--- config.mk ---
export PLATFORM = sky130hd
export DESIGN_NAME = led_seq_driver
export DESIGN_NICKNAME = d
export VERILOG_FILES = /design/src/rtl/led_seq_driver.sv
export SDC_FILE = /design/constraint.sdc
export NUM_CORES = 1
export LEC_CHECK = 0
export BUFFER_PORTS_ARGS = -buffer_cell sky130_fd_sc_hd__buf_2
export CAP_MARGIN = 15
export CORE_MARGIN = 1.5
export CORE_UTILIZATION = 60
export CTS_BUF_LIST = sky130_fd_sc_hd__clkbuf_16
export DETAILED_ROUTE_END_ITERATION = 7
export GPL_TIMING_DRIVEN = 0
export PLACE_DENSITY = 0.91
export SLEW_MARGIN = 20
export SYNTH_ARGS = -nofsm -noshare
export SYNTH_HDL_FRONTEND = slang
export SYNTH_SLANG_ARGS = --single-unit
--- constraint.sdc ---
create_clock -name clk -period 3.2 [get_ports clk]
set_input_delay 0.32 -clock clk [delete_from_list [all_inputs] [get_ports clk]]
set_output_delay 0.32 -clock clk [all_outputs]
set_load 0.05 [all_outputs]
--- src/rtl/led_seq_driver.sv ---
// rtl/led_seq_driver.sv - command-driven LED driver: timed flash with trailing gap, steady, all-on flash, clear
module led_seq_driver #(
  parameter int NUM_LEDS   = 4,
  parameter int SEL_WIDTH  = $clog2(NUM_LEDS),
  parameter int DUR_WIDTH  = 16,
  parameter int GAP_CYCLES = 8
) (
  input  logic                 clk,
  input  logic                 rst_n,
  input  logic                 cmd_valid,
  output logic                 cmd_ready,
  input  logic [1:0]           cmd_mode,
  input  logic [SEL_WIDTH-1:0] cmd_led,
  input  logic [DUR_WIDTH-1:0] cmd_dur,
  output logic [NUM_LEDS-1:0]  leds,
  output logic                 done,
  output logic                 err
);

  localparam int GAP_W = (GAP_CYCLES > 1) ? $clog2(GAP_CYCLES) : 1;
  localparam int CNT_W = (DUR_WIDTH > GAP_W) ? DUR_WIDTH : GAP_W;

  localparam logic [1:0] MODE_CLEAR     = 2'b00;
  localparam logic [1:0] MODE_FLASH     = 2'b01;
  localparam logic [1:0] MODE_STEADY    = 2'b10;
  localparam logic [1:0] MODE_FLASH_ALL = 2'b11;

  localparam logic [CNT_W-1:0]    GAP_LOAD = (GAP_CYCLES > 0) ? CNT_W'(GAP_CYCLES - 1) : '0;
  localparam logic [NUM_LEDS-1:0] LED_ONE  = {{(NUM_LEDS-1){1'b0}}, 1'b1};

  typedef enum logic [1:0] {
    S_IDLE = 2'd0,
    S_ON   = 2'd1,
    S_GAP  = 2'd2
  } state_t;

  state_t                state_q, state_d;
  logic [CNT_W-1:0]      cnt_q, cnt_d;
  logic [NUM_LEDS-1:0]   leds_q, leds_d;
  logic                  cmd_ready_q, cmd_ready_d;
  logic                  done_q, done_d;
  logic                  err_q, err_d;

  logic                  accept;
  logic                  led_oob;
  logic [NUM_LEDS-1:0]   led_onehot;
  logic [CNT_W-1:0]      dur_load;

  assign accept     = cmd_valid && cmd_ready_q;
  assign led_oob    = {1'b0, cmd_led} >= (SEL_WIDTH+1)'(NUM_LEDS);
  assign led_onehot = LED_ONE << cmd_led;
  // A zero duration is stretched to a single lit cycle.
  assign dur_load   = (cmd_dur == '0) ? '0 : CNT_W'(cmd_dur - DUR_WIDTH'(1));

  always_comb begin
    state_d = state_q;
    cnt_d   = cnt_q;
    leds_d  = leds_q;
    done_d  = 1'b0;
    err_d   = 1'b0;
    case (state_q)
      S_IDLE: begin
        if (accept) begin
          if (cmd_mode != MODE_CLEAR && led_oob) begin
            leds_d = '0;
            err_d  = 1'b1;
          end else begin
            case (cmd_mode)
              MODE_CLEAR:  leds_d = '0;
              MODE_STEADY: leds_d = led_onehot;
              MODE_FLASH: begin
                leds_d  = led_onehot;
                state_d = S_ON;
                cnt_d   = dur_load;
              end
              MODE_FLASH_ALL: begin
                leds_d  = '1;
                state_d = S_ON;
                cnt_d   = dur_load;
              end
              default: leds_d = '0;
            endcase
          end
        end
      end
      S_ON: begin
        if (cnt_q != '0) begin
          cnt_d = cnt_q - CNT_W'(1);
        end else begin
          leds_d = '0;
          if (GAP_CYCLES > 0) begin
            state_d = S_GAP;
            cnt_d   = GAP_LOAD;
          end else begin
            state_d = S_IDLE;
            done_d  = 1'b1;
          end
        end
      end
      S_GAP: begin
        leds_d = '0;
        if (cnt_q != '0) begin
          cnt_d = cnt_q - CNT_W'(1);
        end else begin
          state_d = S_IDLE;
          done_d  = 1'b1;
        end
      end
      default: begin
        state_d = S_IDLE;
        cnt_d   = '0;
        leds_d  = '0;
      end
    endcase
    cmd_ready_d = (state_d == S_IDLE);
  end

  always_ff @(posedge clk or negedge rst_n) begin
    if (!rst_n) begin
      state_q     <= S_IDLE;
      cnt_q       <= '0;
      leds_q      <= '0;
      cmd_ready_q <= 1'b1;
      done_q      <= 1'b0;
      err_q       <= 1'b0;
    end else begin
      state_q     <= state_d;
      cnt_q       <= cnt_d;
      leds_q      <= leds_d;
      cmd_ready_q <= cmd_ready_d;
      done_q      <= done_d;
      err_q       <= err_d;
    end
  end

  assign cmd_ready = cmd_ready_q;
  assign leds      = leds_q;
  assign done      = done_q;
  assign err       = err_q;

endmodule

==> impl_metrics.env <==
export IMPL_status="finished clean"
export IMPL_postCtsHoldBufs=0
export IMPL_grt_max_degree=25
export IMPL_clk_latency_ns=0.26
export IMPL_synth_area_um2=1890
export IMPL_ys_types=55
export IMPL_power_density_nw_per_um2=726
export IMPL_syn_avg_cell_area_um2=8.27
export IMPL_setup_violations=0
export IMPL_finalCritPeriodShare=0.755
export IMPL_grt_overflow_total=0
export IMPL_ys_flop_type="dfrtp_1"
export IMPL_fmax_ghz=0.414
export IMPL_final_area_um2=2170
export IMPL_grt_pass1_vias=1769
export IMPL_die_h_um=59.2
export IMPL_grt_first_pass_wirelength_um=7890
export IMPL_irDropWorstVdd_uv=294
export IMPL_dieArea_um2=3500
export IMPL_cts_setup_buffers=0
export IMPL_crit_path_start_kind="register"
export IMPL_diodes=0
export IMPL_cts_root_buf="clkbuf_16"
export IMPL_antenna_found_initial=0
export IMPL_end_kind="register"
export IMPL_gp_congestion=0.953
export IMPL_grt_total_usage=0.296
export IMPL_crit_slowest_cell="or4_4"
export IMPL_fin_skew_ns=0.00217
export IMPL_syn_inst=229
export IMPL_tightest_slew_ns=0.887
export IMPL_ys_async_sr_fraction=1.00
export IMPL_cp_top_family="simple AND/OR/NAND/NOR gates"
export IMPL_drt_wirelength_per_cell_um=15.4
export IMPL_drive_gt1_frac=0.188
export IMPL_dp_hpwl_um=3510
export IMPL_drt_iter0_markers=128
export IMPL_path_cells="or4_4 -> nor3_2 -> a21oi_1 -> nor2_2 -> o32ai_1 -> a22o_1"
export IMPL_io_pins=30
export IMPL_yosysWarningCount=0
export IMPL_placed_cell_area_um2=2090
export IMPL_rows=20
export IMPL_htreeDepth=1
export IMPL_tritoncts="built"
export IMPL_wl_met1_um=2000
export IMPL_syn_to_final_growth_pct=14.5
export IMPL_slowest_delay_ns=0.56
export IMPL_fin_setup_tns_ns=0
export IMPL_synth_fp_nets=259
export IMPL_arrival_ns=2.56
export IMPL_ys_seq_area_frac=0.318
export IMPL_viasPerCell=6.30
export IMPL_period_minus_slack_ns=2.42
export IMPL_route_met3_wl_um=456
export IMPL_slew_headroom=0.405
export IMPL_reg2reg_from="cnt_q[9]"
export IMPL_synth_edff_count=0
export IMPL_coreArea_um2=3030
export IMPL_cp_max_fo=10
export IMPL_start_util=0.626
export IMPL_finalHoldViolations=0
export IMPL_crit_type="register to register"
export IMPL_cts_buffers=3
export IMPL_maxCapViolCount=0
export IMPL_vias=1923
export IMPL_clkTransAtPathRegs_ns=0.06
export IMPL_die_x_um=59.2
export IMPL_met2_length_um=2150
export IMPL_portBuffers=28
export IMPL_highest_layer="met4"
export IMPL_cts_resized_gates=0
export IMPL_wl_um=4680
export IMPL_critPathBufInv=0
export IMPL_startpoint="cnt_q[9]"
export IMPL_dr_pass1_iters=6
export IMPL_yosys_register_bits=24
export IMPL_worstHoldPathType="primary input to async pin"
export IMPL_worstPathRequired_ns=3.35
export IMPL_power_leakage_nw=0.930
export IMPL_cts_sinks=24
export IMPL_detail_route_antenna_nets=0
export IMPL_cts_path_max_buffers=2
export IMPL_drcViolationCount=0
export IMPL_drv_slew=0
export IMPL_fin_nets=292
export IMPL_rsz0062_at_grt="no"
[through the flow]
step / power [W] / std cells / hold WS (ns) / setup WS [ns] / utilization
global placement: 0.00125 / 301 / 0.332 / 0.828 / 0.690
finish: 0.00157 / 305 / 0.0411 / 0.784 / 0.716
CTS: 0.00156 / 305 / 0.0543 / 0.810 / 0.716
global route: 0.00168 / 305 / 0.0876 / 0.635 / 0.716
floorplan: 0.00110 / 229 / 0.0244 / 1.05 / -
detailed placement: 0.00128 / 301 / 0.333 / 0.834 / 0.690
[worst paths after layout]
kind	endpoint	slack (ns)	depth (start not counted)
worst max-delay path	cnt_q[4]	0.78	6
worst min-delay path	cnt_q[10]	0.04	1
worst max register to register	cnt_q[4]	0.78	6
worst min register to register	leds[1]	0.47	2
max in group asynchronous	cmd_ready	2.79	1
min in group clk	leds[3]	0.47	3
[registers in the layout (all words and copies together) (netlist names)]
| name | count |
|---|---|
| cmd_ready | 1 |
| cnt_q | 16 |
| done | 1 |
| leds | 4 |
| state_q | 2 |
[layout make-up]
class	instances	area, µm²
tap	44	55.1
clock inverter	1	3.75
inverter	10	37.5
buffer	9	40.0
sequential	24	602
timing repair buffer	28	140
fill	245	860
multi-input combinational	186	1210
clock buffer	3	75.1
[cells in the mapped netlist (3+ instances only)]
library cell | number | area [µm²]
a211oi_1 | 3 | 22.5
a21oi_1 | 7 | 35.0
a22o_1 | 9 | 78.8
clkbuf_1 | 6 | 22.5
dfrtp_1 | 23 | 576
ha_1 | 7 | 87.6
inv_1 | 9 | 33.8
nand2_1 | 23 | 86.3
nand2b_1 | 3 | 18.8
nand3_1 | 8 | 40.0
nor2_1 | 21 | 78.8
nor3_1 | 12 | 60.1
o21ai_0 | 17 | 85.1
o21bai_1 | 4 | 30.0
o22ai_1 | 3 | 18.8
o32ai_1 | 4 | 35.0
or3_1 | 6 | 37.5
xnor2_1 | 9 | 78.8
xor2_1 | 5 | 43.8
[cell usage in the layout, fill, tap and decap left out, types with 7 or more instances in the layout]
cell type | Yosys | routed
buf_2 | 2 | 30
ha_1 | 7 | 7
dfrtp_1 | 23 | 23
a21oi_1 | 7 | 7
nand2_1 | 23 | 23
inv_1 | 9 | 9
a22o_1 | 9 | 9
nor2_1 | 21 | 21
xnor2_1 | 9 | 9
nor3_1 | 12 | 12
o21ai_0 | 17 | 17
nand3_1 | 8 | 8
[routing by layer]
layer	global-route usage	up-vias
met5	0	-
met4	0.120	0
met3	0.0590	8
li1	-	914
met1	0.404	899
met2	0.458	102
[worst reg2reg max path: stages (launching register included)]
cell and delay, ns:
dfrtp_1 0.41, or4_4 0.56, nor3_2 0.29, a21oi_1 0.21
nor2_2 0.40, o32ai_1 0.17, a22o_1 0.25
[cell families after synthesis]
| family | count (synthesis) | synth area share |
|---|---|---|
| AOI/OAI and AO/OA | 66 | 0.255 |
| xor gates and xnor gates | 14 | 0.0647 |
| adders and majority gates | 7 | 0.0462 |
| buffers and inverters | 19 | 0.0409 |
| DFF | 24 | 0.318 |
| other | 1 | 0.00198 |
| and+or+nand+nor | 98 | 0.273 |
[power by group]
part / switching, W / internal, W
logic: 0.000433 / 0.000312
registers: 0.000124 / 0.000427
clock network: 0.000110 / 0.000167
Note: power is estimated with default switching activity, not from simulation.
